[src/rtl/uart_pkg.sv]
// uart_pkg: shared types and helpers for the UART receive path.
// Holds the receiver state enum, byte width and mid-bit helper.
package uart_pkg;

    typedef enum logic [2:0] {
        IDLE,
        START,
        DATA,
        STOP,
        BREAK
    } state_t;

    localparam int DATA_BITS = 8;

    function automatic int mid_point(input int n);
        return n / 2;
    endfunction

endpackage

[src/rtl/uart_rx_if.sv]
// uart_rx_if: received-byte valid/ready bundle with error flags.
// master = receiver side, slave = consumer side.
interface uart_rx_if;
    import uart_pkg::*;

    logic [DATA_BITS-1:0] data;
    logic                 valid;
    logic                 ready;
    logic                 frame_err;
    logic                 overrun;

    modport master (
        output data,
        output valid,
        output frame_err,
        output overrun,
        input  ready
    );

    modport slave (
        input  data,
        input  valid,
        input  frame_err,
        input  overrun,
        output ready
    );

endinterface

[src/rtl/uart_sync.sv]
// uart_sync: 2-flop synchroniser for an asynchronous input.
// RST_VAL sets both flops on reset (idle level of the line).
module uart_sync #(
    parameter logic RST_VAL = 1'b1
) (
    input  logic clock,
    input  logic reset,
    input  logic d,
    output logic q
);

    logic meta_q, meta_d;
    logic sync_q, sync_d;

    always_comb begin
        meta_d = d;
        sync_d = meta_q;
    end

    always_ff @(posedge clock) begin
        if (reset) begin
            meta_q <= RST_VAL;
            sync_q <= RST_VAL;
        end else begin
            meta_q <= meta_d;
            sync_q <= sync_d;
        end
    end

    assign q = sync_q;

endmodule

[src/rtl/uart_rx.sv]
// uart_rx: 8N1 receiver, mid-bit sampling, valid/ready out with flags.
// Define UART_RX_MAJORITY_EN for 2-of-3 voting around mid-bit.
module uart_rx
    import uart_pkg::*;
#(
    parameter int N_CYCLES = 16
) (
    input  logic      clock,
    input  logic      reset,
    input  logic      rx,
    uart_rx_if.master bus
);

    localparam int CW  = $clog2(N_CYCLES);
    localparam int MID = mid_point(N_CYCLES);
    localparam logic [CW-1:0] LAST     = CW'(N_CYCLES - 1);
    localparam logic [2:0]    LAST_BIT = 3'(DATA_BITS - 1);
`ifdef UART_RX_MAJORITY_EN
    localparam logic [CW-1:0] SAMP_A = CW'(MID - 1);
    localparam logic [CW-1:0] SAMP_B = CW'(MID);
    localparam logic [CW-1:0] DECIDE = CW'(MID + 1);
`else
    localparam logic [CW-1:0] DECIDE = CW'(MID);
`endif

    logic                 rs;
    state_t               state_q, state_d;
    logic [CW-1:0]        count_q, count_d;
    logic [2:0]           idx_q, idx_d;
    logic [DATA_BITS-1:0] shift_q, shift_d;
    logic [DATA_BITS-1:0] data_q, data_d;
    logic                 valid_q, valid_d;
    logic                 ferr_q, ferr_d;
    logic                 ovr_q, ovr_d;
    logic                 bit_val;
    logic                 sample;

    uart_sync #(.RST_VAL(1'b1)) u_sync (
        .clock (clock),
        .reset (reset),
        .d     (rx),
        .q     (rs)
    );

`ifdef UART_RX_MAJORITY_EN
    logic s0_q, s0_d;
    logic s1_q, s1_d;

    always_comb begin
        s0_d = s0_q;
        s1_d = s1_q;
        if (count_q == SAMP_A) s0_d = rs;
        if (count_q == SAMP_B) s1_d = rs;
    end

    always_ff @(posedge clock) begin
        if (reset) begin
            s0_q <= 1'b1;
            s1_q <= 1'b1;
        end else begin
            s0_q <= s0_d;
            s1_q <= s1_d;
        end
    end

    assign bit_val = (s0_q & s1_q) | (s0_q & rs) | (s1_q & rs);
`else
    assign bit_val = rs;
`endif

    // count tracks the cycle offset within the current bit, 0 at the edge
    assign sample = (count_q == DECIDE);

    always_comb begin
        state_d = state_q;
        count_d = count_q;
        idx_d   = idx_q;
        shift_d = shift_q;
        data_d  = data_q;
        valid_d = valid_q & ~bus.ready;
        ferr_d  = 1'b0;
        ovr_d   = 1'b0;
        if (state_q != IDLE && state_q != BREAK) begin
            count_d = (count_q == LAST) ? '0 : count_q + CW'(1);
        end
        unique case (state_q)
            IDLE: begin
                count_d = '0;
                if (!rs) begin
                    state_d = START;
                    count_d = CW'(1);
                end
            end
            START: begin
                if (sample) begin
                    if (bit_val) begin
                        state_d = IDLE;
                    end else begin
                        state_d = DATA;
                        idx_d   = '0;
                    end
                end
            end
            DATA: begin
                if (sample) begin
                    shift_d = {bit_val, shift_q[DATA_BITS-1:1]};
                    idx_d   = idx_q + 3'd1;
                    if (idx_q == LAST_BIT) state_d = STOP;
                end
            end
            STOP: begin
                if (sample) begin
                    if (bit_val) begin
                        // back to IDLE mid-stop so a zero-gap next start is caught
                        state_d = IDLE;
                        if (valid_q && !bus.ready) begin
                            ovr_d = 1'b1;
                        end else begin
                            data_d  = shift_q;
                            valid_d = 1'b1;
                        end
                    end else begin
                        state_d = BREAK;
                        ferr_d  = 1'b1;
                    end
                end
            end
            BREAK: begin
                count_d = '0;
                if (rs) state_d = IDLE;
            end
            default: begin
                state_d = IDLE;
                count_d = '0;
            end
        endcase
    end

    always_ff @(posedge clock) begin
        if (reset) begin
            state_q <= IDLE;
            count_q <= '0;
            idx_q   <= '0;
            shift_q <= '0;
            data_q  <= '0;
            valid_q <= 1'b0;
            ferr_q  <= 1'b0;
            ovr_q   <= 1'b0;
        end else begin
            state_q <= state_d;
            count_q <= count_d;
            idx_q   <= idx_d;
            shift_q <= shift_d;
            data_q  <= data_d;
            valid_q <= valid_d;
            ferr_q  <= ferr_d;
            ovr_q   <= ovr_d;
        end
    end

    assign bus.data      = data_q;
    assign bus.valid     = valid_q;
    assign bus.frame_err = ferr_q;
    assign bus.overrun   = ovr_q;

endmodule
[src/flat_wrapper.sv]
// flat-port wrapper written by rule: the top's interface ports become plain ports
module uart_rx_flat import uart_pkg::*;
#(
    parameter int N_CYCLES = 16
)
  (clock, reset, rx, bus_data, bus_valid, bus_frame_err, bus_overrun, bus_ready);
  uart_rx_if bus_i ();
  input  logic clock;
  input  logic reset;
  input  logic rx;
  output wire logic [$bits(bus_i.data)-1:0] bus_data;
  output wire logic [$bits(bus_i.valid)-1:0] bus_valid;
  output wire logic [$bits(bus_i.frame_err)-1:0] bus_frame_err;
  output wire logic [$bits(bus_i.overrun)-1:0] bus_overrun;
  input wire logic [$bits(bus_i.ready)-1:0] bus_ready;
  assign bus_data = bus_i.data;
  assign bus_valid = bus_i.valid;
  assign bus_frame_err = bus_i.frame_err;
  assign bus_overrun = bus_i.overrun;
  assign bus_i.ready = bus_ready;
  uart_rx #(.N_CYCLES(N_CYCLES)) u_core (.clock(clock), .reset(reset), .rx(rx), .bus(bus_i));
endmodule
[config.mk]
export PLATFORM = sky130hd
export DESIGN_NAME = uart_rx_flat
export DESIGN_NICKNAME = d
export VERILOG_FILES = /design/src/rtl/uart_pkg.sv /design/src/rtl/uart_rx_if.sv /design/src/rtl/uart_sync.sv /design/src/rtl/uart_rx.sv /design/src/flat_wrapper.sv
export SDC_FILE = /design/constraint.sdc
export NUM_CORES = 1
export LEC_CHECK = 0
export BUFFER_PORTS_ARGS = -buffer_cell sky130_fd_sc_hd__buf_2
export CORE_ASPECT_RATIO = 0.9
export CORE_MARGIN = 1.5
export CORE_UTILIZATION = 56
export DETAILED_ROUTE_END_ITERATION = 6
export GPL_TIMING_DRIVEN = 0
export PLACE_DENSITY_LB_ADDON = 0.05
export SLEW_MARGIN = 15
export SYNTH_ARGS = -nofsm -noshare
export SYNTH_HDL_FRONTEND = slang
export SYNTH_SLANG_ARGS = --single-unit
[constraint.sdc]
create_clock -name clock -period 1.8 [get_ports clock]
set_clock_uncertainty 0.2 [all_clocks]
set_input_delay 0.27 -clock clock [delete_from_list [all_inputs] [get_ports clock]]
set_output_delay 0.27 -clock clock [all_outputs]
set_load 0.005 [all_outputs]
# Yosys cells after proc, flatten, opt, wreduce, memory -nomap -nowiden
# Index checks and enable logic that the tools add are counted.
# Widths: inputs -> output; s select.
[classes] addsub=2 eq_ne=16 n_mux=23 bitwise_logic=6 reduce_logical=13
[op_table] operator="$mux 3" n=10
[op_table] operator="$pmux 3 s5" n=1
[op_table] operator="$ne 2x1->1 const B" n=5
[op_table] operator="$eq 4x4->1 const B" n=2
[op_table] operator="$mux 4" n=2
[op_table] operator="$pmux 4 s2" n=1
[op_table] operator="$reduce_and 4->1" n=2
[op_table] operator="$mux 1" n=7
[op_table] operator="$eq 3x2->1 const B" n=2
[op_table] operator="$eq 3x3->1 const B" n=2
[op_table] operator="$ne 2x2->1 const B" n=3
[op_table] operator="$pmux 3 s2" n=1
[op_table] operator="$reduce_and 6->1" n=1
[op_table] operator="$reduce_or 3->1" n=2
[op_table] operator="$not 1->1" n=5
[op_table] operator="$add 4x1->4 const B" n=1
[op_table] operator="$reduce_or 4->1" n=1
[op_table] operator="$add 3x1->3 const B" n=1
[op_table] operator="$eq 3x1->1 const B" n=1
[op_table] operator="$logic_not 3->1" n=1
[op_table] operator="$ne 3x3->1 const B" n=1
[op_table] operator="$reduce_bool 3->1" n=1
[op_table] operator="$logic_and 1x1->1" n=2
[op_table] operator="$mux 2" n=1
[op_table] operator="other kinds (4)" n=4
[word_totals] regBits=31 in_bits=4 out_inout_bits=11 wordCells=70

# Longest topological paths before layout
# Gate-level depths: netlist (run 1).
[depth] depth_word=6 ltp_mapped=6 mapped_depth_nobuf=5

# Hierarchy
# Synthesis (run 1) repeated with hierarchy kept, for this count alone.
[unflattened] cells_unflattened=144 area_unflattened_um2=1337.5
[modules_own_cells] mod="uart_rx" instances=1 cells_each=140 area_per_inst_um2=1285.0 seq_area_each_um2=580.6
[modules_own_cells] mod="uart_sync" instances=1 cells_each=4 area_per_inst_um2=52.6 seq_area_each_um2=40.0

# Worst setup path before layout (run 1)
# No wires, ideal clock.
[synth_timing] path_kind="register to register" from="register u_core.count_q[0]" to="register u_core.state_q[2]" setup_time_ps=79 arrival_ps=1277 t_required_ps=1521 slack_ps=243 path_stages_with_launch=6 path_buffers=0 synth_period_minus_slack_ps=1557 cell_sequence="dfxtp_1 > inv_1 > ha_1 > nand2_1 > or4_4 > a211oi_2"
[synth_between] elab_chain_len=3 elab_cells_between_ends=5 cone_classes="eq/ne: 4; reduce/logical: 1"
[synth_lines] element="start, declared" line_no="uart_rx.sv:28" text="logic [CW-1:0] count_q, count_d;"
[synth_lines] element="start signal, assigned" line_no="uart_rx.sv:151" text="count_q <= count_d;"
[synth_lines] element="$eq 4x4->1 *" line_no="uart_rx.sv:72" text="assign sample = (count_q == DECIDE);"
[synth_lines] element="$ne 2x1->1 (no line)"
[synth_lines] element="$reduce_and 6->1 (no line) *"
[synth_lines] element="end signal, assigned" line_no="uart_rx.sv:150" text="state_q <= state_d;"
[synth_lines] element="end, declared" line_no="uart_rx.sv:27" text="state_t state_q, state_d;"
# Mark *: on every way between the ends. The rest lies on a longest branch, timed or not.
# A chain may end at the register's enable or synchronous reset.

# Worst setup path after layout (run 1)
[layout_timing] from="register u_core.count_q[0]" to="register u_core.idx_q[2]"
[layout_between] elab_chain_len=3 elab_cells_between_ends=4 cone_classes="eq/ne: 3; reduce/logical: 1"
[layout_lines] element="$eq 4x4->1 *" line_no="uart_rx.sv:72"
[layout_lines] element="$ne 2x1->1 (no line)"
[layout_lines] element="$reduce_and 4->1 (no line) *"
[layout_lines] element="end signal, assigned" line_no="uart_rx.sv:152" text="idx_q <= idx_d;"
[layout_lines] element="end, declared" line_no="uart_rx.sv:29" text="logic [2:0] idx_q, idx_d;"
# Marks and branches as above.

==> flow_summary.yaml, run 1 <==
status:
  status: "finished clean"
floorplanning:
  die_h_um: 49.9
  die_x_um: 55.1
  die-area_um2: 2750
  start_util_pct: 60.9
  io_pins: 15
  core_area_um2: 2240
  row_count: 16
routing:
  vias_per_cell: 5.43
  drtAntennaViolNets: 0
  met1_length_mm: 1.23
  routed.top_layer: "met4"
  vias: 1065
  route.detailed.drc: 0
  dr_wl_met2_mm: 1.10
  drtIter0Drc: 16
  wl_mm: 2.45
  first_pass_iters: 4
  routedWlPerCell_um: 12.5
  dr_wl_met3_um: 94
synth:
  ys_ff_latch: 31
  synth_cell_types: 34
  synthesis.area_um2: 1370
  yosysSeqAreaShare_pct: 45.4
  synthCells: 147
  syn-num-nets: 155
  syn_avg_cell_area_um2: 9.29
  yosysWarnings: 0
sta:
  min_period_over_period_pct: 92.9
  slew_viol_final: 0
  final-hold-violation-count: 0
  grt_setup_unrepaired: "false"
  tns_ns: 0
  fmax_mhz: 598
  hold_ws_ns: 0.0891
  setup_viol: 0
  slew_headroom_pct: 69.7
  min_period_ns: 1.67
  worst_pin_slew_ns: 0.450
critical_path:
  crit_type: "reg2reg"
  crit_chain: "inv_1 -> ha_4 -> nand4bb_1 -> buf_2 -> a21oi_1 -> o32ai_1"
  cpPeakStageDelay_ns: 0.34
  critical_path.top_delay_family: "compound AO/OA/AOI/OAI gates"
  slowest_stage: "dfxtp_1"
  cp_data_required_time_ns: 1.80
  critical_path_arrival_ns: 1.67
  critical_path_buf_inv_count: 2
  cp-end-kind: "register"
  startpoint_type: "register"
  path_max_fanout: 10
clocking:
  root_buffer: "clkbuf_4"
  cts_tree: "yes"
  cts_sinks: 31
  path_clk_slew_ns: 0.09
  clkLatencyLatePin_ns: 0.32
  clockBufferDepth: 2
  numCtsBuffers: 5
  h-tree-depth: 2
cells_and_area:
  synthToLayoutAreaGrowth_pct: 13.4
  drive_gt1_share_pct: 23.1
  nets: 176
  final_cell_mix: "dfxtp_1 (31), nand2b_1 (20), buf_2 (19)"
  multi_input_area_um2: 677
  n_antenna_cell: 0
  seq_area_um2: 621
  fin_area_um2: 1550
  fill_cells: 199
  final_common_cell: "dfxtp_1"
placement:
  gp_congestion: 0.783
  io_buffers: 13
  dp_hpwl_mm: 1.72
  place_area_um2: 1470
grt:
  grt.overflow.total: 0
  grt_pass1_vias: 1022
  grt_pass1_wl_mm: 4.27
  grt_antenna_before_repair: 0
  grt_use_total_pct: 21.6
  grt_start_max_net_pins: 11
run:
  drv_cap: 0
power:
  powerDensity_nw_per_um2: 713
  power.leakage_nw: 0.556
  ir_worst_vdd_v: 0.000432
hold_path:
  hold_class: "in2reg"
## repair_timing
action / in CTS / in global routing
endpoints found under the setup margin: 0 / 9
endpoints found under the hold margin: 1 / 0
buffers inserted: 0 / 0
resized for setup: 0 / 4
hold buffers: 1 / 0
## synthesized netlist by cell type
cell | count | area (µm²)
clkbuf_1 | 1 | 3.75
nand2b_1 | 20 | 125
buf_1 | 1 | 3.75
buf_2 | 6 | 30.0
xnor2_1 | 1 | 8.76
o311a_1 | 1 | 10.0
nor3_2 | 1 | 10.0
o21ai_0 | 10 | 50.1
nand2_1 | 5 | 18.8
a2111oi_0 | 1 | 8.76
nand3_1 | 10 | 50.1
buf_4 | 2 | 15.0
mux2i_1 | 9 | 90.1
nor3b_1 | 1 | 7.51
dfxtp_1 | 31 | 621
nor2b_1 | 1 | 6.26
nand4bb_1 | 1 | 11.3
or4_4 | 1 | 11.3
a21oi_2 | 1 | 8.76
nor3_1 | 3 | 15.0
inv_1 | 6 | 22.5
nand4b_1 | 1 | 8.76
nor2_1 | 5 | 18.8
or4_1 | 1 | 7.51
a211oi_2 | 1 | 12.5
o32ai_1 | 2 | 17.5
a21oi_1 | 13 | 65.1
buf_6 | 1 | 11.3
or2_2 | 2 | 12.5
ha_1 | 4 | 50.1
or3b_1 | 1 | 8.76
a211oi_1 | 1 | 7.51
or2_1 | 1 | 6.26
and4bb_2 | 1 | 12.5
## final timing paths
kind                                         from                       endpoint  slack, ns  cells after the start
setup reg to reg   u_core.count_q[0]$_SDFFE_PP0P_   u_core.idx_q[2]$_SDFFE_PP0P_       0.13                      6
hold reg to reg   u_core.u_sync.meta_q$_SDFF_PP1_     u_core.u_sync.q$_SDFF_PP1_       0.22                      1
setup / recovery   u_core.count_q[0]$_SDFFE_PP0P_   u_core.idx_q[2]$_SDFFE_PP0P_       0.13                      6
hold / removal                          bus_ready  u_core.bus.overrun$_SDFF_PP0_       0.09                      3
## layer usage
metal	track usage, %	up-vias
li1	-	550
met3	6.36	4
met1	28.7	493
met5	0	-
met2	32.5	18
met4	8.13	0
## logic make-up (layout without fill, tap and decap cells)
family,after synthesis,after routing,synth area share [%]
xor+xnor,1,1,0.641
fa+ha+maj,4,4,3.66
mux,9,9,6.59
flops,31,31,45.4
buf+inv,17,39,6.32
compound gates,30,30,13.2
simple gates,55,55,24.2
## per-stage QoR
| step | util (%) | worst slack, ns | power [mW] | instances |
|---|---|---|---|---|
| final | 69.1 | 0.127 | 1.10 | 196 |
| after detailed placement | 65.3 | 0.0997 | 0.747 | 187 |
| after floorplan | - | 0.243 | 0.737 | 147 |
| after CTS | 68.1 | 0.0777 | 1.12 | 196 |
| after global placement | 65.3 | 0.154 | 0.746 | 187 |
| after global routing | 69.1 | 0.00428 | 1.15 | 196 |
## tightest hold or removal path: cells and delay by family
| family | cells | cell delay, ns |
|---|---|---|
| and+or+nand+nor | 2 | 0.22 |
| buffers and inverters | 1 | 0.07 |
## area by class of cell
type                    count  area share [%]
multi-input cells          99            43.7
inverters                   6            1.45
flip-flops and latches     31            40.1
clock buffers               5            2.42
clock inverters             3           0.969
well taps                  27            2.18
plain buffers              11            4.36
repair buffers             14            4.85
## state kept, by name, summed over array words and instances, names as in the netlist, 3 cells and up
| register | count |
|---|---|
| u_core.bus.data | 8 |
| u_core.state_q | 3 |
| u_core.idx_q | 3 |
| u_core.count_q | 4 |
| u_core.shift_q | 8 |
## power by group
group	internal, mW	switching (mW)	leakage, nW	total (mW)
registers	0.690	0.00332	0.250	0.693
logic	0.0193	0.0226	0.271	0.0419
clock network	0.145	0.224	0.0347	0.369
total	0.854	0.250	0.556	1.10
No activity file was read; power rests on OpenSTA's default activity.
==> inputs of run 2 (changes only) <==
--- a/config.mk
+++ b/config.mk
@@ -7,7 +7,7 @@
 export LEC_CHECK = 0
 export BUFFER_PORTS_ARGS = -buffer_cell sky130_fd_sc_hd__buf_2
 export CORE_ASPECT_RATIO = 0.9
-export CORE_MARGIN = 1.5
+export CORE_MARGIN = 8
 export CORE_UTILIZATION = 56
 export DETAILED_ROUTE_END_ITERATION = 6
 export GPL_TIMING_DRIVEN = 0
==> run 2 against run 1 <==
  * Global-route usage down 7.9 points
  * Critical path depth unchanged
  * Combinational power down 4%
  * Clock power up 9.2%
  * Non-clock buffer count unchanged
  * Flip-flop and latch count unchanged
  * Cell count unchanged
  * Register-to-register slack about the same
  * Maximum frequency down 0.38%
  * Worst hold slack better by 0.0022 ns
  * Largest power group unchanged
  * Largest cell class unchanged
==> flow_summary.yaml, run 2 (same netlist as run 1, synthesis figures left out) <==
status:
  status: "finished clean"
grt:
  grt_use_total_pct: 13.7
  grt_pass1_wl_mm: 4.60
  grt_start_max_net_pins: 11
  grt_antenna_before_repair: 0
  grt_pass1_vias: 1031
  grt.overflow.total: 0
placement:
  io_buffers: 13
  place_area_um2: 1470
  gp_congestion: 0.751
  dp_slack_ns: 0.133
  dp_hpwl_mm: 1.88
routing:
  wl_mm: 2.71
  routedWlPerCell_um: 13.8
  first_pass_iters: 4
  drtIter0Drc: 44
  vias_per_cell: 5.45
  vias: 1069
  route.detailed.drc: 0
  drtAntennaViolNets: 0
sta:
  grt_setup_unrepaired: "false"
  worst_pin_slew_ns: 0.461
  min_period_ns: 1.68
  slew_headroom_pct: 69.2
  tns_ns: 0
  fmax_mhz: 596
  final.setup.worst_slack_ns: 0.121
  setup_viol: 0
  final-hold-violation-count: 0
  slew_viol_final: 0
  min_period_over_period_pct: 93.3
floorplanning:
  core_area_um2: 2380
  die_h_um: 62.9
  row_count: 17
  die_x_um: 68.1
  die-area_um2: 4280
  io_pins: 15
  start_util_pct: 57.4
critical_path:
  critical_path_arrival_ns: 1.74
  crit_type: "reg2reg"
  cp-end-kind: "register"
  cp_data_required_time_ns: 1.86
  path_max_fanout: 8
  startpoint_type: "register"
  reg2reg_from: "u_core.count_q[0]$_SDFFE_PP0P_"
  startpoint: "u_core.count_q[0]$_SDFFE_PP0P_"
clocking:
  path_clk_slew_ns: 0.10
  cts_resized: 0
  cts_tree: "yes"
  clkLatencyLatePin_ns: 0.32
  root_buffer: "clkbuf_4"
  cts_sinks: 31
  numCtsBuffers: 5
  h-tree-depth: 2
  clockBufferDepth: 2
  cts_setup_buffers: 0
cells_and_area:
  nets: 176
  final_cell_mix: "dfxtp_1 (31), nand2b_1 (20), buf_2 (19)"
  synthToLayoutAreaGrowth_pct: 12.2
  drive_gt1_share_pct: 21.4
  post-route-util_pct: 64.3
  final_common_cell: "dfxtp_1"
  fin_area_um2: 1530
  n_antenna_cell: 0
run:
  drv_cap: 0
power:
  power.leakage_nw: 0.552
  powerDensity_nw_per_um2: 741
  ir_worst_vdd_v: 0.000549
  power_mw: 1.14
hold_path:
  hold_class: "in2reg"
  min-delay-start: "bus_ready"
run 2: changes by cell type in the layout (fill, tap and decap cells not counted):
cell      delta
buf_4        +1
nor3b_1      +1
ha_4         -1
clkinv_2     -2
ha_1         +1
buf_6        -1
clkbuf_8     +1
nor3b_2      -1
run 2: final cells by class:
class / count / area, µm²
Buffer: 11 / 63.8
Clock buffer: 6 / 51.3
Clock inverter: 1 / 5.00
Fill cell: 236 / 850
Inverter: 6 / 22.5
Multi-Input combinational cell: 99 / 659
Sequential cell: 31 / 621
Tap cell: 28 / 35.0
Timing Repair Buffer: 14 / 75.1
run 2: critical path: stages (launching register included):
cell	delay [ns]
dfxtp_1	0.33
inv_1	0.09
ha_1	0.22
nand4bb_1	0.14
nor3b_1	0.22
buf_4	0.23
mux2i_1	0.20
run 2: timing repair:
| item | in CTS | in global routing |
|---|---|---|
| hold buffers | 1 | 0 |
| endpoints found under the setup margin | 0 | 0 |
| hold endpoints to repair | 1 | 0 |
run 2: metrics by stage:
stage               std cells  hold WS, ns
finish                    196       0.0913
global route              196        0.117
CTS                       196       0.0772
detailed placement        188        0.199
global placement          188        0.192
floorplan                 147        0.174
run 2: final timing paths:
path                                           to  slack (ns)  cells past startpoint
hold / removal      u_core.bus.overrun$_SDFF_PP0_        0.09                      3
setup reg to reg  u_core.bus.data[1]$_SDFFE_PP0P_        0.12                      6
setup / recovery  u_core.bus.data[1]$_SDFFE_PP0P_        0.12                      6
hold reg to reg        u_core.u_sync.q$_SDFF_PP1_        0.22                      1
run 2: per-layer routing:
metal / global-route usage (%) / up-vias / routed length (µm)
met4: 6.39 / 0 / 44
met1: 17.8 / 491 / 1330
met3: 4.48 / 6 / 145
li1: - / 547 / -
met5: 0 / - / 0
met2: 19.5 / 25 / 1190
run 2: where the power goes:
| part | total [mW] | leakage (nW) | switching [mW] | internal (mW) |
|---|---|---|---|---|
| registers | 0.693 | 0.250 | 0.00330 | 0.690 |
| logic | 0.0402 | 0.267 | 0.0223 | 0.0179 |
| clock network | 0.403 | 0.0341 | 0.222 | 0.181 |
==> inputs of run 3 (changes only) <==
==> constraint.sdc (replaced) <==
create_clock -name clock -period 1.8 [get_ports clock]
set_clock_uncertainty 0.2 [all_clocks]
set_input_delay 0.09 -clock clock [delete_from_list [all_inputs] [get_ports clock]]
set_output_delay 0.09 -clock clock [all_outputs]
set_load 0.005 [all_outputs]
==> run 3 against run 2 <==
  * Worst hold slack better by 0.041 ns
  * Count of clock-buffer cells in the layout is the same
  * Combinational power increased by 8.2%
  * Sequential share of layout area fell by 0.52 points
  * Wire length rose by 0.66%
  * Global-route usage increased by 0.070 points
  * Worst setup slack worse by 0.0024 ns
  * Cell count up 1.0%
  * Largest cell class unchanged
==> flow_summary.yaml, run 3 (same netlist as run 1, synthesis figures left out) <==
clocking:
  clkLatencyLatePin_ns: 0.32
  h-tree-depth: 2
  cts_sinks: 31
  ctsHoldBuffers: 3
  numCtsBuffers: 5
  cts_tree: "yes"
  path_clk_slew_ns: 0.10
  cts_resized: 0
  root_buffer: "clkbuf_4"
  clockBufferDepth: 2
  cts_setup_buffers: 0
critical_path:
  ff2ff_setup_slack_ns: 0.12
  cp_data_required_time_ns: 1.86
  reg2reg_to: "u_core.bus.data[1]$_SDFFE_PP0P_"
  crit_type: "reg2reg"
  reg2reg_depth: 6
  cp-end-kind: "register"
  critical_path_arrival_ns: 1.74
  startpoint_type: "register"
  path_max_fanout: 8
  reg2reg_from: "u_core.count_q[0]$_SDFFE_PP0P_"
  startpoint: "u_core.count_q[0]$_SDFFE_PP0P_"
grt:
  grt_antenna_before_repair: 0
  grt_start_max_net_pins: 11
  grt_pass1_wl_mm: 4.62
  grt_use_total_pct: 13.7
  grt_pass1_vias: 1032
  grt.overflow.total: 0
routing:
  drtAntennaViolNets: 0
  vias: 1074
  route.detailed.drc: 0
  routedWlPerCell_um: 13.8
  drtIter0Drc: 41
  first_pass_iters: 4
  vias_per_cell: 5.42
  wl_mm: 2.73
power:
  power.leakage_nw: 0.560
  powerDensity_nw_per_um2: 734
  ir_worst_vdd_v: 0.000553
cells_and_area:
  final_cell_mix: "dfxtp_1 (31), nand2b_1 (20), buf_2 (19)"
  nets: 178
  synthToLayoutAreaGrowth_pct: 13.6
  drive_gt1_share_pct: 21.2
  post-route-util_pct: 65.2
  fill_cells: 234
  n_antenna_cell: 0
  final_common_cell: "dfxtp_1"
floorplanning:
  die_x_um: 68.1
  io_pins: 15
  die-area_um2: 4280
  core_area_um2: 2380
  start_util_pct: 57.4
  row_count: 17
  die_h_um: 62.9
sta:
  min_period_over_period_pct: 93.4
  min_period_ns: 1.68
  tns_ns: 0
  worst_pin_slew_ns: 0.460
  slew_headroom_pct: 69.3
  slew_viol_final: 0
  final.setup.worst_slack_ns: 0.119
  setup_viol: 0
  grt_setup_unrepaired: "false"
  fmax_mhz: 595
  final-hold-violation-count: 0
placement:
  gp_congestion: 0.751
  dp_slack_ns: 0.133
  io_buffers: 13
  dp_hpwl_mm: 1.88
run:
  drv_cap: 0
hold_path:
  hold_class: "in2reg"
  hold_depth: 3
  min-delay-start: "reset"
  hold_end: "u_core.bus.data[0]$_SDFFE_PP0P_"
status:
  status: "finished clean"
==> run 3: cell types whose count changed in the layout (fill, tap and decap cells not counted) <==
cell	delta
dlygate4sd3_1	+2
==> run 3: metrics by stage <==
stage / hold WS [ns] / instances / total power [mW] / cell area [µm²]
after CTS: 0.129 / 198 / 1.16 / 1550
after detailed placement: 0.0780 / 188 / 0.748 / 1470
after global placement: 0.0729 / 188 / 0.746 / 1470
final: 0.132 / 198 / 1.14 / 1550
after floorplan: -0.00619 / 147 / 0.737 / 1370
after global routing: 0.143 / 198 / 1.19 / 1550
==> run 3: report_power, final <==
group          leakage (nW)  switching (mW)  internal (mW)  total (mW)
clock network        0.0341           0.222          0.181       0.403
registers             0.250         0.00330          0.690       0.693
logic                 0.275          0.0227         0.0207      0.0435
total                 0.560           0.248          0.891        1.14
==> run 3: cell type report <==
| cell class | instances | area (µm²) | area share, % |
|---|---|---|---|
| sequential | 31 | 621 | 40.0 |
| multi-input combinational | 99 | 659 | 42.5 |
| clock inverter | 1 | 5.00 | 0.322 |
| inverter | 6 | 22.5 | 1.45 |
| buffer | 11 | 63.8 | 4.11 |
| clock buffer | 6 | 51.3 | 3.30 |
| timing repair buffer | 16 | 95.1 | 6.12 |
| tap | 28 | 35.0 | 2.26 |
==> run 3: worst max-delay path by stage <==
stage / end
4_1_cts: u_core.bus.data[3]$_SDFFE_PP0P_
3_5_place_dp: u_core.bus.data[3]$_SDFFE_PP0P_
5_1_grt: u_core.bus.data[0]$_SDFFE_PP0P_
3_3_place_gp: u_core.bus.data[2]$_SDFFE_PP0P_
2_1_floorplan: u_core.state_q[2]$_SDFFE_PP0P_
6_report: u_core.bus.data[1]$_SDFFE_PP0P_
==> run 3: layer usage <==
layer,wire length [µm],track usage [%],vias to the layer above
li1,-,-,551
met1,1350,17.9,494
met3,139,4.48,6
met5,0,0,-
met4,44,6.39,0
met2,1200,19.6,23
==> run 3: critical path, cell delays in order, from the launching register on <==
cell and delay (ns):
dfxtp_1 0.33, inv_1 0.09, ha_1 0.22, nand4bb_1 0.14
nor3b_1 0.22, buf_4 0.23, mux2i_1 0.20
